### src/rtl/pipe_stage_reg.sv
// Pipeline stage register with valid/ready handshake and a one-entry skid buffer.
// Latency: 1 cycle from accept to out_* (falling-edge registered), strict FIFO order.
// Backpressure: in_ready = !skid_valid; at most one extra entry is absorbed after out_ready drops.
//
// Ports:
//   clock        stage clock; all state updates on the falling edge
//   reset        synchronous active-high reset, sampled on the falling edge
//   flush        synchronous squash of held entries (ctrl zeroed, data held)
//   in_valid/in_ready/in_data/in_ctrl      upstream handshake and payload
//   out_valid/out_ready/out_data/out_ctrl  downstream handshake and payload
//   occupancy    number of entries held (0..2)
//   stall_count  saturating count of edges with out_valid & !out_ready
//                (present only when PERF_CNT_EN is defined)
module pipe_stage_reg #(
  parameter int DATA_W = 69,
  parameter int CTRL_W = 2
`ifdef PERF_CNT_EN
  ,
  parameter int CNT_W  = 16
`endif
) (
  input  logic              clock,
  input  logic              reset,
  input  logic              flush,
  input  logic              in_valid,
  output logic              in_ready,
  input  logic [DATA_W-1:0] in_data,
  input  logic [CTRL_W-1:0] in_ctrl,
  output logic              out_valid,
  input  logic              out_ready,
  output logic [DATA_W-1:0] out_data,
  output logic [CTRL_W-1:0] out_ctrl,
  output logic [1:0]        occupancy
`ifdef PERF_CNT_EN
  ,
  output logic [CNT_W-1:0]  stall_count
`endif
);

  // State encoding is {main_valid, skid_valid}; 2'b01 cannot be reached.
  typedef enum logic [1:0] {
    EMPTY = 2'b00,
    ONE   = 2'b10,
    TWO   = 2'b11
  } state_t;

  state_t              state_q, state_d;
  logic [DATA_W-1:0]   main_data_q, main_data_d;
  logic [CTRL_W-1:0]   main_ctrl_q, main_ctrl_d;
  logic [DATA_W-1:0]   skid_data_q, skid_data_d;
  logic [CTRL_W-1:0]   skid_ctrl_q, skid_ctrl_d;
  logic [1:0]          occ_q, occ_d;

  logic main_valid;
  logic skid_valid;
  logic accept;
  logic emit;

  assign main_valid = state_q[1];
  assign skid_valid = state_q[0];

  assign in_ready  = !skid_valid;
  assign out_valid = main_valid;
  assign out_data  = main_data_q;
  assign out_ctrl  = main_ctrl_q;
  assign occupancy = occ_q;

  assign accept = in_valid & in_ready;
  assign emit   = main_valid & out_ready;

  always_comb begin
    state_d     = state_q;
    main_data_d = main_data_q;
    main_ctrl_d = main_ctrl_q;
    skid_data_d = skid_data_q;
    skid_ctrl_d = skid_ctrl_q;

    if (flush) begin
      // Squash everything; data fields keep their last value, any accept
      // in this cycle is dropped.
      state_d     = EMPTY;
      main_ctrl_d = '0;
      skid_ctrl_d = '0;
    end else begin
      case (state_q)
        EMPTY: begin
          if (accept) begin
            state_d     = ONE;
            main_data_d = in_data;
            main_ctrl_d = in_ctrl;
          end
        end
        ONE: begin
          if (accept && emit) begin
            main_data_d = in_data;
            main_ctrl_d = in_ctrl;
          end else if (accept) begin
            // Downstream stalled: park the new entry in the skid slot.
            state_d     = TWO;
            skid_data_d = in_data;
            skid_ctrl_d = in_ctrl;
          end else if (emit) begin
            // Main drains with nothing behind it: insert a bubble.
            state_d     = EMPTY;
            main_ctrl_d = '0;
          end
        end
        TWO: begin
          // in_ready is low here, so only the emit path matters.
          if (emit) begin
            state_d     = ONE;
            main_data_d = skid_data_q;
            main_ctrl_d = skid_ctrl_q;
            skid_ctrl_d = '0;
          end
        end
        default: begin
          state_d     = EMPTY;
          main_ctrl_d = '0;
          skid_ctrl_d = '0;
        end
      endcase
    end

    occ_d = {1'b0, state_d[1]} + {1'b0, state_d[0]};
  end

  always_ff @(negedge clock) begin
    if (reset) begin
      state_q     <= EMPTY;
      main_data_q <= '0;
      main_ctrl_q <= '0;
      skid_data_q <= '0;
      skid_ctrl_q <= '0;
      occ_q       <= 2'd0;
    end else begin
      state_q     <= state_d;
      main_data_q <= main_data_d;
      main_ctrl_q <= main_ctrl_d;
      skid_data_q <= skid_data_d;
      skid_ctrl_q <= skid_ctrl_d;
      occ_q       <= occ_d;
    end
  end

`ifdef PERF_CNT_EN
  logic [CNT_W-1:0] stall_q;

  // Counts edges where the main entry is blocked downstream; saturates and
  // is deliberately immune to flush.
  always_ff @(negedge clock) begin
    if (reset) begin
      stall_q <= '0;
    end else if (main_valid && !out_ready && (stall_q != {CNT_W{1'b1}})) begin
      stall_q <= stall_q + CNT_W'(1);
    end
  end

  assign stall_count = stall_q;
`endif

endmodule

### config.mk
export PLATFORM = sky130hd
export DESIGN_NAME = pipe_stage_reg
export DESIGN_NICKNAME = d
export VERILOG_FILES = /design/src/rtl/pipe_stage_reg.sv
export SDC_FILE = /design/constraint.sdc
export NUM_CORES = 1
export LEC_CHECK = 0
export ABC_AREA = 1
export BUFFER_PORTS_ARGS = -buffer_cell sky130_fd_sc_hd__buf_2
export CAP_MARGIN = 20
export CORE_MARGIN = 3
export CORE_UTILIZATION = 57
export DETAILED_ROUTE_END_ITERATION = 10
export PLACE_DENSITY = 0.83
export SETUP_SLACK_MARGIN = 0.05
export SYNTH_ARGS = -nofsm -noshare
export SYNTH_HDL_FRONTEND = slang
export SYNTH_SLANG_ARGS = --single-unit
### constraint.sdc
create_clock -name clock -period 2.93 [get_ports clock]
set_input_delay 0.586 -clock clock [delete_from_list [all_inputs] [get_ports clock]]
set_output_delay 0.586 -clock clock [all_outputs]
set_load 0.01 [all_outputs]
# [Word level (Yosys, flattened, before mapping)]
# Index checks and enable logic that the tools add are counted.
# W data, S select, Z words.
[op_classes] muxes=19 add_sub_neg=1 n_reduce_logical=9 n_eq_ne=9 bitwise=5
[op_table] operator="$mux W69" count=3
[op_table] operator="$pmux W69 S3" count=1
[op_table] operator="$mux W2" count=12
[op_table] operator="$pmux W2 S3" count=3
[op_table] operator="$reduce_and A4 Y1" count=3
[op_table] operator="$ne A2 B2 Y1 const B" count=5
[op_table] operator="$ne A3 B3 Y1 const B" count=2
[op_table] operator="$reduce_and A5 Y1" count=1
[op_table] operator="$eq A2 B2 Y1 const B" count=2
[op_table] operator="$not A1 Y1" count=3
[op_table] operator="$reduce_bool A3 Y1" count=1
[op_table] operator="$add A1 B1 Y2" count=1
[op_table] operator="$and A1 B1 Y1" count=2
[op_table] operator="$logic_not A2 Y1" count=1
[op_table] operator="$reduce_or A2 Y1" count=1
[op_table] operator="$logic_and A1 B1 Y1" count=1
[op_table] operator="$logic_not A1 Y1" count=1
[word_totals] word_cells=49 out_inout_bits=75 in_bits=76 register_bits=146

# [Depth between registers and ports, before layout]
[depth] ltp_word=7 depth_mapped=10 ltp_nobuf=9

==> summary.log <==
[logic_synthesis] post-synthesis net count 1138
[status] run status finished with violations
[worst_setup_path] reg2reg start state_q[1]
[logic_synthesis] Synth Area in Adders 0.183%
[cts] number of buffers created by CTS 17
[logic_synthesis] mux contribution to synthesized area 0%
[layout] post-route non-filler standard cell count 1495
[worst_setup_path] Crit path max-delay family flip-flops
[worst_setup_path] crit path kind flip-flop to output pin
[routing] first drt pass iteration count 6
[layout] layout cell share with drive strength beyond 1 23.2%
[timing] Max Slew Vio Count 0
[logic_synthesis] Syn Inst Count 1061
[routing] final wirelength 21900 microns
[timing] clk_skew 29.3 ps
[cts] TritonCTS clock tree yes
[routing] number of vias per cell after detailed routing 5.47
[routing] antenna-violating nets left 0
[run] Max Cap Violations 0
[logic_synthesis] fraction of synthesized cell area taken by the top area cell type 42.9%
[logic_synthesis] dominant combinational cell family by area after synthesis simple AND/OR/NAND/NOR gates
[global_route] number of global-route vias before repair 8072
[cts] Root Buffer sky130_fd_sc_hd__clkbuf_16
[cts] Post-CTS Hold Fix Bufs 0
[layout] utilization after layout 83.7%
[layout] growth of design area from synthesis to finish 41.9%
[global_route] number of antenna violations at the first check in global routing 1
[layout] most frequent cells in the layout sky130_fd_sc_hd__nand2_1 (300), sky130_fd_sc_hd__inv_1 (228), sky130_fd_sc_hd__nand3_1 (211)
[floorplan] area enclosed by the die boundary 13300 sq um
[worst_setup_path] stages on the worst setup path 2
[worst_setup_path] Worst setup startpoint state_q[0]
[worst_setup_path] buffer and inverter count on the worst path 2
[timing] final worst-path setup slack -43.1 ps
[routing] starting DRC count in detailed routing 854
[layout] Final #Nets 1416
[floorplan] die span in y 115 microns
[placed_design] I/O Buffers 150
[worst_setup_path] critical path startpoint category flip-flop
[timing] final setup vio count 35
[worst_setup_path] register-to-register setup slack 610 ps
[logic_synthesis] synthesized area per cell 6.43 sq um
[layout] area used by multi-input combinational logic 3220 sq um
[global_route] pin count of the biggest net entering global routing 78
[logic_synthesis] number of warning messages in the yosys log 0
[power_and_ir_drop] maximum ir drop on the vdd rail 0.467 mV
[layout] Filler Cell Count 719
[routing] count of vias placed by the detailed router 8175
[floorplan] starting density of the core 59.0%
[timing] Setup TNS -423 ps
[timing] slew at the pin closest to its max-slew limit 892 ps
[routing] Avg WL per Cell 14.6 microns
[cts] Clk Latency, worst-skew pair 470 ps
[worst_setup_path] end point of the critical path in_ready
[logic_synthesis] count of state elements after synthesis 146
[worst_setup_path] critical path capture point type output pin
[cts] # H-tree levels 4
[layout] commonest non-fill, non-tap cell in the layout sky130_fd_sc_hd__nand2_1
[timing] setup repair after global routing missed its margin true
[worst_setup_path] critical-path cell with the highest stage delay sky130_fd_sc_hd__dfxtp_2
[worst_setup_path] largest fanout of any net on the critical path 2
[power_and_ir_drop] power density over the cells 654 nW/um^2
[worst_setup_path] crit-path max cell delay 320 ps
[cts] Clk pin slew, worst setup/hold paths 30 ps
[logic_synthesis] area fraction in compound gates after synthesis 5.58%
[power_and_ir_drop] static power due to leakage 5.18 nW
[floorplan] core area 11600 sq um
[global_route] global-route usage over all layers 32.7%
[worst_setup_path] ordered cell list for the critical path inv_2, buf_6
[logic_synthesis] area leader, netlist sky130_fd_sc_hd__dfxtp_1
[layout] area taken by flip-flops and latches 3020 sq um
[global_route] global-route wire length before repair 35600 microns
[timing] final hold viol count 0
[cts] maximum clock insertion buffer count 2
[logic_synthesis] count of different cell masters after synthesis 18
[placed_design] routability congestion estimate 0.825
[min_path] Tightest Hold Check Type flip-flop to flip-flop
[routing] remaining design rule violation count 0
[timing] headroom to the max-slew limit 40.5%
[logic_synthesis] proportion of synthesized chip area in sequential cells 42.9%
[worst_setup_path] number of cells on the worst reg-to-reg path 8
[floorplan] overall die width 115 microns
[placed_design] HPWL after DPL 11500 microns
[status] failing checks setup timing
[logic_synthesis] synthesized-area fraction occupied by xor and xnor cells 0%
[worst_setup_path] CP required 2340 ps
[placed_design] placed cells 1306
[logic_synthesis] summed instance area of the synthesized netlist 6820 sq um
[floorplan] number of standard-cell rows in the floorplan 39
[floorplan] ports placed on the boundary 151
[global_route] remaining global-route overflow 0
[logic_synthesis] Area contributors post-synth sky130_fd_sc_hd__dfxtp_1 (43%), sky130_fd_sc_hd__nand2_1 (17%), sky130_fd_sc_hd__nand3_1 (15%)
[cts] clock sink count 146
[worst_setup_path] endpoint of the worst-slack reg-to-reg timing path skid_data_q[17]
[placed_design] setup slack at placement -210 ps
[logic_synthesis] simple-gate portion of the synthesized area 41.1%
[worst_setup_path] arrival time of data at the critical path endpoint 2390 ps
==> synth_stat cells <==
cell,count
sky130_fd_sc_hd__a21oi_1,74
sky130_fd_sc_hd__buf_1,1
sky130_fd_sc_hd__buf_2,39
sky130_fd_sc_hd__buf_4,6
sky130_fd_sc_hd__clkbuf_1,34
sky130_fd_sc_hd__clkinv_1,1
sky130_fd_sc_hd__dfxtp_1,146
sky130_fd_sc_hd__ha_1,1
sky130_fd_sc_hd__inv_1,82
sky130_fd_sc_hd__inv_2,5
sky130_fd_sc_hd__nand2_1,301
sky130_fd_sc_hd__nand2_2,2
sky130_fd_sc_hd__nand3_1,211
sky130_fd_sc_hd__nor2_1,152
sky130_fd_sc_hd__nor2_4,2
sky130_fd_sc_hd__nor3_1,2
sky130_fd_sc_hd__o21ai_0,1
sky130_fd_sc_hd__o21ai_1,1
==> cells by family after synthesis <==
logic type,after synthesis
flops,146
buf+inv,168
simple gates,670
compound gates,76
fa+ha+maj,1
==> layer usage <==
| layer | part of all wire, % | track usage (%) |
|---|---|---|
| met1 | 38 | 37.0 |
| met2 | 49 | 53.3 |
| met3 | 10 | 12.4 |
| met4 | 2.5 | 17.9 |
| met5 | 0.069 | 0 |
==> where the power goes <==
part / switching (W) / internal [W] / total (W) / leakage [nW]
Sequential: 0.0000617 / 0.00211 / 0.00217 / 1.22
Clock: 0.00147 / 0.00195 / 0.00341 / 1.11
Combinational: 0.000408 / 0.000340 / 0.000749 / 2.85
Total: 0.00194 / 0.00439 / 0.00633 / 5.18
==> sequential cells by signal, indices dropped and copies added (netlist names) <==
| name | cells |
|---|---|
| occupancy | 2 |
| state_q | 2 |
| out_ctrl | 2 |
| skid_data_q | 69 |
| skid_ctrl_q | 2 |
| out_data | 69 |
==> worst min-delay path, delay by kind of cell (launching register included) <==
| family | cells | cell delay, ps |
|---|---|---|
| AO/OA/AOI/OAI | 1 | 50 |
| flip-flops | 1 | 300 |
| AND/OR/NAND/NOR | 1 | 60 |
==> how the worst min path moves through the flow <==
stage / startpoint / end / slack [ps] / cells past startpoint
finish: skid_data_q[41] / skid_data_q[41] / 460 / 2
global route: skid_data_q[18] / skid_data_q[18] / 470 / 2
CTS: skid_data_q[30] / skid_data_q[30] / 460 / 2
detailed placement: skid_data_q[30] / skid_data_q[30] / 450 / 2
global placement: skid_data_q[9] / skid_data_q[9] / 450 / 2
floorplan: skid_data_q[68] / skid_data_q[68] / 440 / 2
==> cell type report <==
cell class / count / share of cell area, %
multi-input combinational: 747 / 33.3
sequential: 146 / 31.2
timing repair buffer: 194 / 17.6
clock inverter: 160 / 8.30
clock buffer: 17 / 4.40
inverter: 87 / 3.40
tap: 143 / 1.85
antenna: 1 / 0.0259
==> metrics by stage <==
step | hold slack (ps) | power, W | cell area, sq um
floorplan | 439 | 0.00283 | 6880
global placement | 447 | 0.00307 | 7800
detailed placement | 451 | 0.00308 | 7800
CTS | 456 | 0.00631 | 9630
global route | 472 | 0.00667 | 9670
finish | 455 | 0.00633 | 9680
==> what timing repair did <==
action / CTS / global route
endpoints found under the setup margin: 75 / 75
buffers inserted: 6 / 6
resized for setup: 150 / 0
Note: power is estimated with default switching activity, not from simulation.
